## src/rtl/rc6_serial_tx.sv

```systemverilog
// Serial transmitter for the 128-bit RC6 result word on the clk_out / sta_out / data_put link.
// A word is framed by sta_out and sent MSB first, one bit per generated clk_out period.
module rc6_serial_tx #(
    parameter int DATA_W  = 128,
    parameter int CLK_DIV = 2
) (
    input  logic              clk,
    input  logic              reset,
    input  logic              load,
    input  logic [DATA_W-1:0] data_back,
    output logic              busy,
    output logic              done,
    output logic              clk_out,
    output logic              sta_out,
    output logic              data_put
);

    localparam int CNT_W = $clog2(DATA_W);
    localparam int DIV_W = (CLK_DIV > 1) ? $clog2(CLK_DIV) : 1;

    localparam logic [1:0] IDLE = 2'd0;
    localparam logic [1:0] SEND = 2'd1;
    localparam logic [1:0] DONE = 2'd2;

    localparam logic [CNT_W-1:0] LAST_BIT = CNT_W'(DATA_W - 1);
    localparam logic [DIV_W-1:0] DIV_LAST = DIV_W'(CLK_DIV - 1);

    if (CLK_DIV < 1) begin : g_bad_clk_div
        $error("rc6_serial_tx: CLK_DIV must be >= 1");
    end

    logic [1:0]        state;
    // The current bit lives in data_put, so only the bits still to be sent are held here.
    logic [DATA_W-2:0] shreg;
    logic [CNT_W-1:0]  bit_cnt;
    logic [DIV_W-1:0]  div_cnt;

    always_ff @(posedge clk or posedge reset) begin
        if (reset) begin
            state    <= IDLE;
            shreg    <= '0;
            bit_cnt  <= '0;
            div_cnt  <= '0;
            busy     <= 1'b0;
            done     <= 1'b0;
            clk_out  <= 1'b0;
            sta_out  <= 1'b0;
            data_put <= 1'b0;
        end else begin
            done <= 1'b0;
            case (state)
                IDLE: begin
                    if (load) begin
                        shreg    <= data_back[DATA_W-2:0];
                        data_put <= data_back[DATA_W-1];
                        bit_cnt  <= '0;
                        div_cnt  <= '0;
                        busy     <= 1'b1;
                        sta_out  <= 1'b1;
                        clk_out  <= 1'b0;
                        state    <= SEND;
                    end
                end
                SEND: begin
                    if (div_cnt == DIV_LAST) begin
                        div_cnt <= '0;
                        if (!clk_out) begin
                            clk_out <= 1'b1;
                        end else if (bit_cnt != LAST_BIT) begin
                            // Data moves only here, a full low phase ahead of the next rising edge.
                            data_put <= shreg[DATA_W-2];
                            shreg    <= {shreg[DATA_W-3:0], 1'b0};
                            bit_cnt  <= bit_cnt + 1'b1;
                            clk_out  <= 1'b0;
                        end else begin
                            data_put <= 1'b0;
                            sta_out  <= 1'b0;
                            clk_out  <= 1'b0;
                            done     <= 1'b1;
                            state    <= DONE;
                        end
                    end else begin
                        div_cnt <= div_cnt + 1'b1;
                    end
                end
                DONE: begin
                    busy  <= 1'b0;
                    state <= IDLE;
                end
                default: begin
                    busy     <= 1'b0;
                    sta_out  <= 1'b0;
                    clk_out  <= 1'b0;
                    data_put <= 1'b0;
                    state    <= IDLE;
                end
            endcase
        end
    end

endmodule

```

## config.mk

```make
export PLATFORM = sky130hd
export DESIGN_NAME = rc6_serial_tx
export DESIGN_NICKNAME = d
export VERILOG_FILES = /design/src/rtl/rc6_serial_tx.sv
export SDC_FILE = /design/constraint.sdc
export NUM_CORES = 1
export LEC_CHECK = 0
export ABC_AREA = 1
export BUFFER_PORTS_ARGS = -buffer_cell sky130_fd_sc_hd__buf_2
export CELL_PAD_IN_SITES_DETAIL_PLACEMENT = 1
export CELL_PAD_IN_SITES_GLOBAL_PLACEMENT = 1
export CORE_MARGIN = 2
export CORE_UTILIZATION = 43
export DETAILED_ROUTE_END_ITERATION = 12
export PLACE_DENSITY = 0.95
export SLEW_MARGIN = 20
export SYNTH_ARGS = -nofsm -noshare
export SYNTH_HDL_FRONTEND = slang
export SYNTH_SLANG_ARGS = --single-unit
```

## constraint.sdc

```tcl
create_clock -name clk -period 8.05 [get_ports clk]
set_input_delay 0.4025 -clock clk [delete_from_list [all_inputs] [get_ports clk]]
set_output_delay 0.4025 -clock clk [all_outputs]
set_load 0.005 [all_outputs]
```

==> results of run 1 <==
worst min path at each step:
stage,start,endpoint,slack (ns)
2_1_floorplan,bit_cnt[6],bit_cnt[6],0.44
3_3_place_gp,sta_out,sta_out,0.45
3_5_place_dp,shreg[87],shreg[87],0.46
4_1_cts,reset,shreg[58],0.16
5_1_grt,reset,shreg[58],0.19
6_report,reset,shreg[58],0.13
registers in the layout, summed over array words and instances (netlist names):
register	flops
shreg	127
clk_out	1
state	2
done	1
sta_out	1
bit_cnt	7
div_cnt	1
busy	1
data_put	1
per-stage QoR:
stage | total power [W] | instances
global placement | 0.00311 | 1356
global route | 0.00438 | 1386
finish | 0.00396 | 1386
floorplan | 0.00283 | 1064
CTS | 0.00401 | 1386
detailed placement | 0.00321 | 1356
report_power, final:
| group | switching (W) | internal [W] | leakage (nW) |
|---|---|---|---|
| Combinational | 0.00140 | 0.000587 | 2.94 |
| Clock | 0.000297 | 0.000451 | 0.274 |
| Sequential | 0.000177 | 0.00105 | 1.81 |
| Total | 0.00188 | 0.00209 | 5.02 |
worst reg2reg max path, stage by stage, from the launching register on:
cell,delay (ns)
dfrtp_1,0.41
inv_2,0.12
nand2_4,0.38
inv_4,0.64
nand3_4,0.51
nand2_4,0.61
buf_4,0.79
nand2_1,0.17
nand2_1,0.13
area by class of cell:
type / instances / share of cell area [%]
Tap cell: 220 / 3.22
Clock buffer: 23 / 5.70
Timing Repair Buffer: 142 / 8.51
Inverter: 9 / 0.482
Multi-Input combinational cell: 843 / 39.8
Clock inverter: 7 / 0.731
Sequential cell: 142 / 41.5
metal layers:
layer	global-route usage, %	wire (um)
met5	0	0
met4	9.65	480
met3	3.68	651
met2	39.4	10200
met1	32.2	9120
cells in the final DEF, fill, tap and decap left out, types with 4 or more instances in the layout:
| cell | count |
|---|---|
| clkbuf_16 | 17 |
| dfrtp_1 | 142 |
| nand3_1 | 135 |
| clkinv_2 | 5 |
| nor2_1 | 10 |
| clkbuf_8 | 4 |
| inv_1 | 6 |
| nand2_1 | 680 |
| buf_4 | 7 |
| buf_2 | 135 |
cell families (layout without fill, tap and decap cells):
family / count (synthesis) / in the layout
xor gates and xnor gates: 1 / 1
buffers and inverters: 79 / 181
adders and majority gates: 1 / 1
AOI/OAI and AO/OA: 6 / 6
DFF: 142 / 142
and+or+nand+nor: 835 / 835
==> results.ini, run 1 <==
[power_and_ir_drop]
cellPowerDensity_nw_per_um2=463
peakVddDrop_mv=0.253
leakagePower_nw=5.02

[setup_path]
critPathTopFamily=simple AND/OR/NAND/NOR gates
cp_max_fo=86
crit_path_end_kind=flop
crit_buf_inv=3
arrival_ns=4.20
crit_required_ns=8.41
crit_end=shreg[60]
rr_startpoint=state[1]
cp.depth=8
worstReg2RegEnd=shreg[60]
crit_type=flop to flop
rr_worst_depth=8
cpMaxStageDelayCell=buf_4
slowest_delay_ns=0.78
crit_chain=inv_2 -> nand2_4 -> inv_4 -> nand3_4 -> nand2_4 -> buf_4 -> nand2_1 -> nand2_1
cp-start-kind=flop
startpoint=state[1]
reg2reg_setup_slack_ns=4.21

[logic_synthesis]
yosysMostFrequentCell=nand2_1
synth_cell_types=23
postSynthCellCount=1064
synth_edf_count=0
synthesis.area_sq_um=7350
synth_top_family_by_area=simple AND/OR/NAND/NOR gates
netlist.area_leader.share_pct=48.3
synth-seq-cells=142
yosysSeqAreaShare_pct=48.3
synth_adder_area_share_pct=0.170
synth_warnings=0
avgSynthCellArea_sq_um=6.91
synth_xor_area_share_pct=0.119
synth_commonest_cells=nand2_1 (680), dfrtp_1 (142), nand3_1 (135), buf_2 (37), clkbuf_1 (17)
synthSimpleGateAreaFrac_pct=45.6
synth_nets=1196
synth_compound_area_share_pct=0.409
muxShareOfSynthArea_pct=0
synth_top_area_cell=dfrtp_1
yosys-top-cells-area=dfrtp_1 (48%), nand2_1 (35%), nand3_1 (9.2%)
synth-async-reset-ratio_pct=100
synth_flop_cell=dfrtp_1

[floorplan]
row_count=47
fp.dieH_um=135
start_util_pct=44.2
die-area_sq_um=18200
coreArea_sq_um=16600
die_w_um=135
io_pins=136

[place]
post-place-ws_ns=4.18
placed_area_sq_um=8010
hpwlAfterDp_um=12300
place_congestion=0.782
numPortBuffers=135

[clocking]
worstSkewPairLatency_ns=0.43
clk_pin_slew_ns=0.06
cts_setup_buffers=0
cts_max_path_buffers=2
cts_tree=done
cts-resized-gates=0
ctsHoldBuffers=0
htree_levels=4
cts_made_buffers=17
cts-root-buf=clkbuf_16
cts.sinks=142

[finish]
multi_input_area_sq_um=3410
fin_nets=1287
utilization_pct=51.4
drive_gt1_share_pct=15.4
stdcell_area_sq_um=8560
seq_area_sq_um=3550
syn_to_final_growth_pct=16.4
nFillCells=2215
diodes=0

[global_routing]
grt_pass1_vias=7342
grt-ovfl-total=0
grt_pass1_wl_um=35300
antenna_found_initial=0
grt_max_degree=91
grt_usage_pct=24.1

[sta]
tightest_slew_ns=0.956
rsz0062_at_grt=false
hold_viol_final=0
period_needed_ns=3.84
tns_ns=0
post-route-period-util_pct=47.7
slew_viol_final=0
setup_ws_ns=4.21
fmax_mhz=260
slew_headroom_pct=36.3
setup_viol=0
finClkSkew_ns=0.00747
hold_slack_ns=0.125

[worst_hold_path]
hold_path.class=input pin to asynchronous set/reset pin

[drt]
drc=0
via_per_inst=5.09
wire_per_inst_um=14.7
routed_wl_um=20400
drtPass1Iterations=4
vias=7061
drt_iter0_drc=517
antenna_left=0

[job]
maxCapViolations=0

[status]
status=completed

Note: power is estimated with default switching activity, not from simulation.
==> inputs of run 2 (changes only) <==
--- a/config.mk
+++ b/config.mk
@@ -10,9 +10,9 @@
 export CELL_PAD_IN_SITES_DETAIL_PLACEMENT = 1
 export CELL_PAD_IN_SITES_GLOBAL_PLACEMENT = 1
 export CORE_MARGIN = 2
-export CORE_UTILIZATION = 43
+export CORE_UTILIZATION = 40
 export DETAILED_ROUTE_END_ITERATION = 12
-export PLACE_DENSITY = 0.95
+export PLACE_DENSITY = 0.92
 export SLEW_MARGIN = 20
 export SYNTH_ARGS = -nofsm -noshare
 export SYNTH_HDL_FRONTEND = slang
==> constraint.sdc (replaced) <==
create_clock -name clk -period 3.91 [get_ports clk]
set_input_delay 0.1955 -clock clk [delete_from_list [all_inputs] [get_ports clk]]
set_output_delay 0.1955 -clock clk [all_outputs]
set_load 0.005 [all_outputs]
==> results.ini, run 2 (synthesis results as in run 1) <==
[power_and_ir_drop]
power.switching_w=0.00392
intPower_w=0.00452
cellPowerDensity_nw_per_um2=966
peakVddDrop_mv=0.744
swShare_pct=46.5
power_frac_comb_pct=49.5
power_frac_clock_pct=20.5
leakagePower_nw=5.10
seqPwrFrac_pct=30.0

[drt]
routed_wl_um=20700
antenna_left=0
drc=0
drt_iter0_drc=456
wire_per_inst_um=14.8
vias=7135
via_per_inst=5.09
drtPass1Iterations=4

[setup_path]
cp_max_fo=75
crit_type=flop to flop
worstReg2RegEnd=shreg[11]
reg2reg_setup_slack_ns=1.25
arrival_ns=3.02
cp-start-kind=flop
crit_required_ns=4.27
rr_worst_depth=7
rr_startpoint=state[0]
crit_path_end_kind=flop

[sta]
period_needed_ns=2.66
hold_viol_final=0
slew_viol_final=0
rsz0062_at_grt=false
tns_ns=0
setup_viol=0
post-route-period-util_pct=68.1
finClkSkew_ns=0.00784
fmax_mhz=375
slew_headroom_pct=37.6
tightest_slew_ns=0.936

[global_routing]
grt_max_degree=131
grt_usage_pct=21.8
antenna_found_initial=0
grt_pass1_vias=7362
grt_pass1_wl_um=35000
grt-ovfl-total=0

[clocking]
cts_made_buffers=17
htree_levels=4
cts_max_path_buffers=2
worstSkewPairLatency_ns=0.43
clk_pin_slew_ns=0.06
cts-root-buf=clkbuf_16
cts_tree=done
cts-resized-gates=0
cts.sinks=142

[floorplan]
row_count=49
die-area_sq_um=19500
start_util_pct=40.8
fp.dieH_um=140
die_w_um=140
io_pins=136
coreArea_sq_um=18000

[finish]
final_common_cell=nand2_1
largest_register_ffs=127
final_cell_mix=nand2_1 (680), dfrtp_1 (142), nand3_1 (135), buf_2 (135), clkbuf_16 (17)
drive_gt1_share_pct=15.7
diodes=0
regMostFlops=shreg
reg_top3=shreg (127), bit_cnt (7), state (2)
fin_nets=1291
utilization_pct=48.5
nFillCells=2406
syn_to_final_growth_pct=18.9

[worst_hold_path]
worstHoldPathCells=3
hold_path.class=input pin to flop
min-delay-start=load
hold-path-endpoint=busy

[place]
place_congestion=0.785
hpwlAfterDp_um=12600
numPortBuffers=135

[job]
maxCapViolations=0

[status]
status=completed

-- run 2: power groups by stage --
stage          combinational, W  sequential (W)  clock [W]
2_1_floorplan           0.00338         0.00244          0
3_3_place_gp            0.00400         0.00250          0
3_5_place_dp            0.00420         0.00253          0
4_1_cts                 0.00426         0.00253    0.00177
5_1_grt                 0.00484         0.00260    0.00182
6_report                0.00417         0.00253    0.00173
-- run 2: how the worst max path moves through the flow --
stage | startpoint | end | depth (start not counted)
finish | state[0] | shreg[11] | 7
global placement | state[1] | shreg[9] | 8
detailed placement | state[0] | shreg[69] | 7
CTS | state[0] | shreg[36] | 7
global route | state[0] | shreg[11] | 7
floorplan | reset | bit_cnt[0] | 1
-- run 2: metal layers --
layer | part of all wire (%) | vias up | global-route usage, %
li1 | - | 3475 | -
met1 | 45 | 3498 | 29.1
met2 | 50 | 137 | 36.6
met3 | 3.7 | 25 | 4.37
met4 | 1.4 | 0 | 5.89
met5 | 0 | - | 0
-- run 2: repair_timing --
action	4_1_cts	5_1_grt
hold buffers	1	1
setup endpoints to repair	0	0
hold endpoints to repair	1	20
buffers inserted	0	0
-- run 2: critical path: stages, from the launching register on --
cell and delay (ns):
dfrtp_1 0.48, nand2_4 0.30, inv_4 0.55, buf_4 0.70, nand2_1 0.14, nand2_1 0.11
nand3_1 0.09, nand2_1 0.11
-- run 2: layout make-up --
class	count	area, sq um	area share [%]
Sequential cell	142	3550	40.7
Multi-Input combinational cell	843	3410	39.0
Timing Repair Buffer	146	826	9.45
Clock buffer	20	457	5.23
Tap cell	229	287	3.28
Clock inverter	12	166	1.90
Inverter	9	40.0	0.458
-- run 2: stage by stage --
| step | setup slack (ns) | cells | hold slack [ns] | total power [W] | area (sq um) |
|---|---|---|---|---|---|
| after global routing | 0.991 | 1401 | 0.0647 | 0.00927 | 8740 |
| after detailed placement | 1.32 | 1366 | 0.442 | 0.00674 | 8080 |
| final | 1.25 | 1401 | 0.0625 | 0.00844 | 8740 |
| after global placement | 1.37 | 1366 | 0.448 | 0.00651 | 8080 |
| after CTS | 1.24 | 1399 | 0.0504 | 0.00856 | 8710 |
| after floorplan | 1.94 | 1064 | 0.340 | 0.00583 | 7350 |
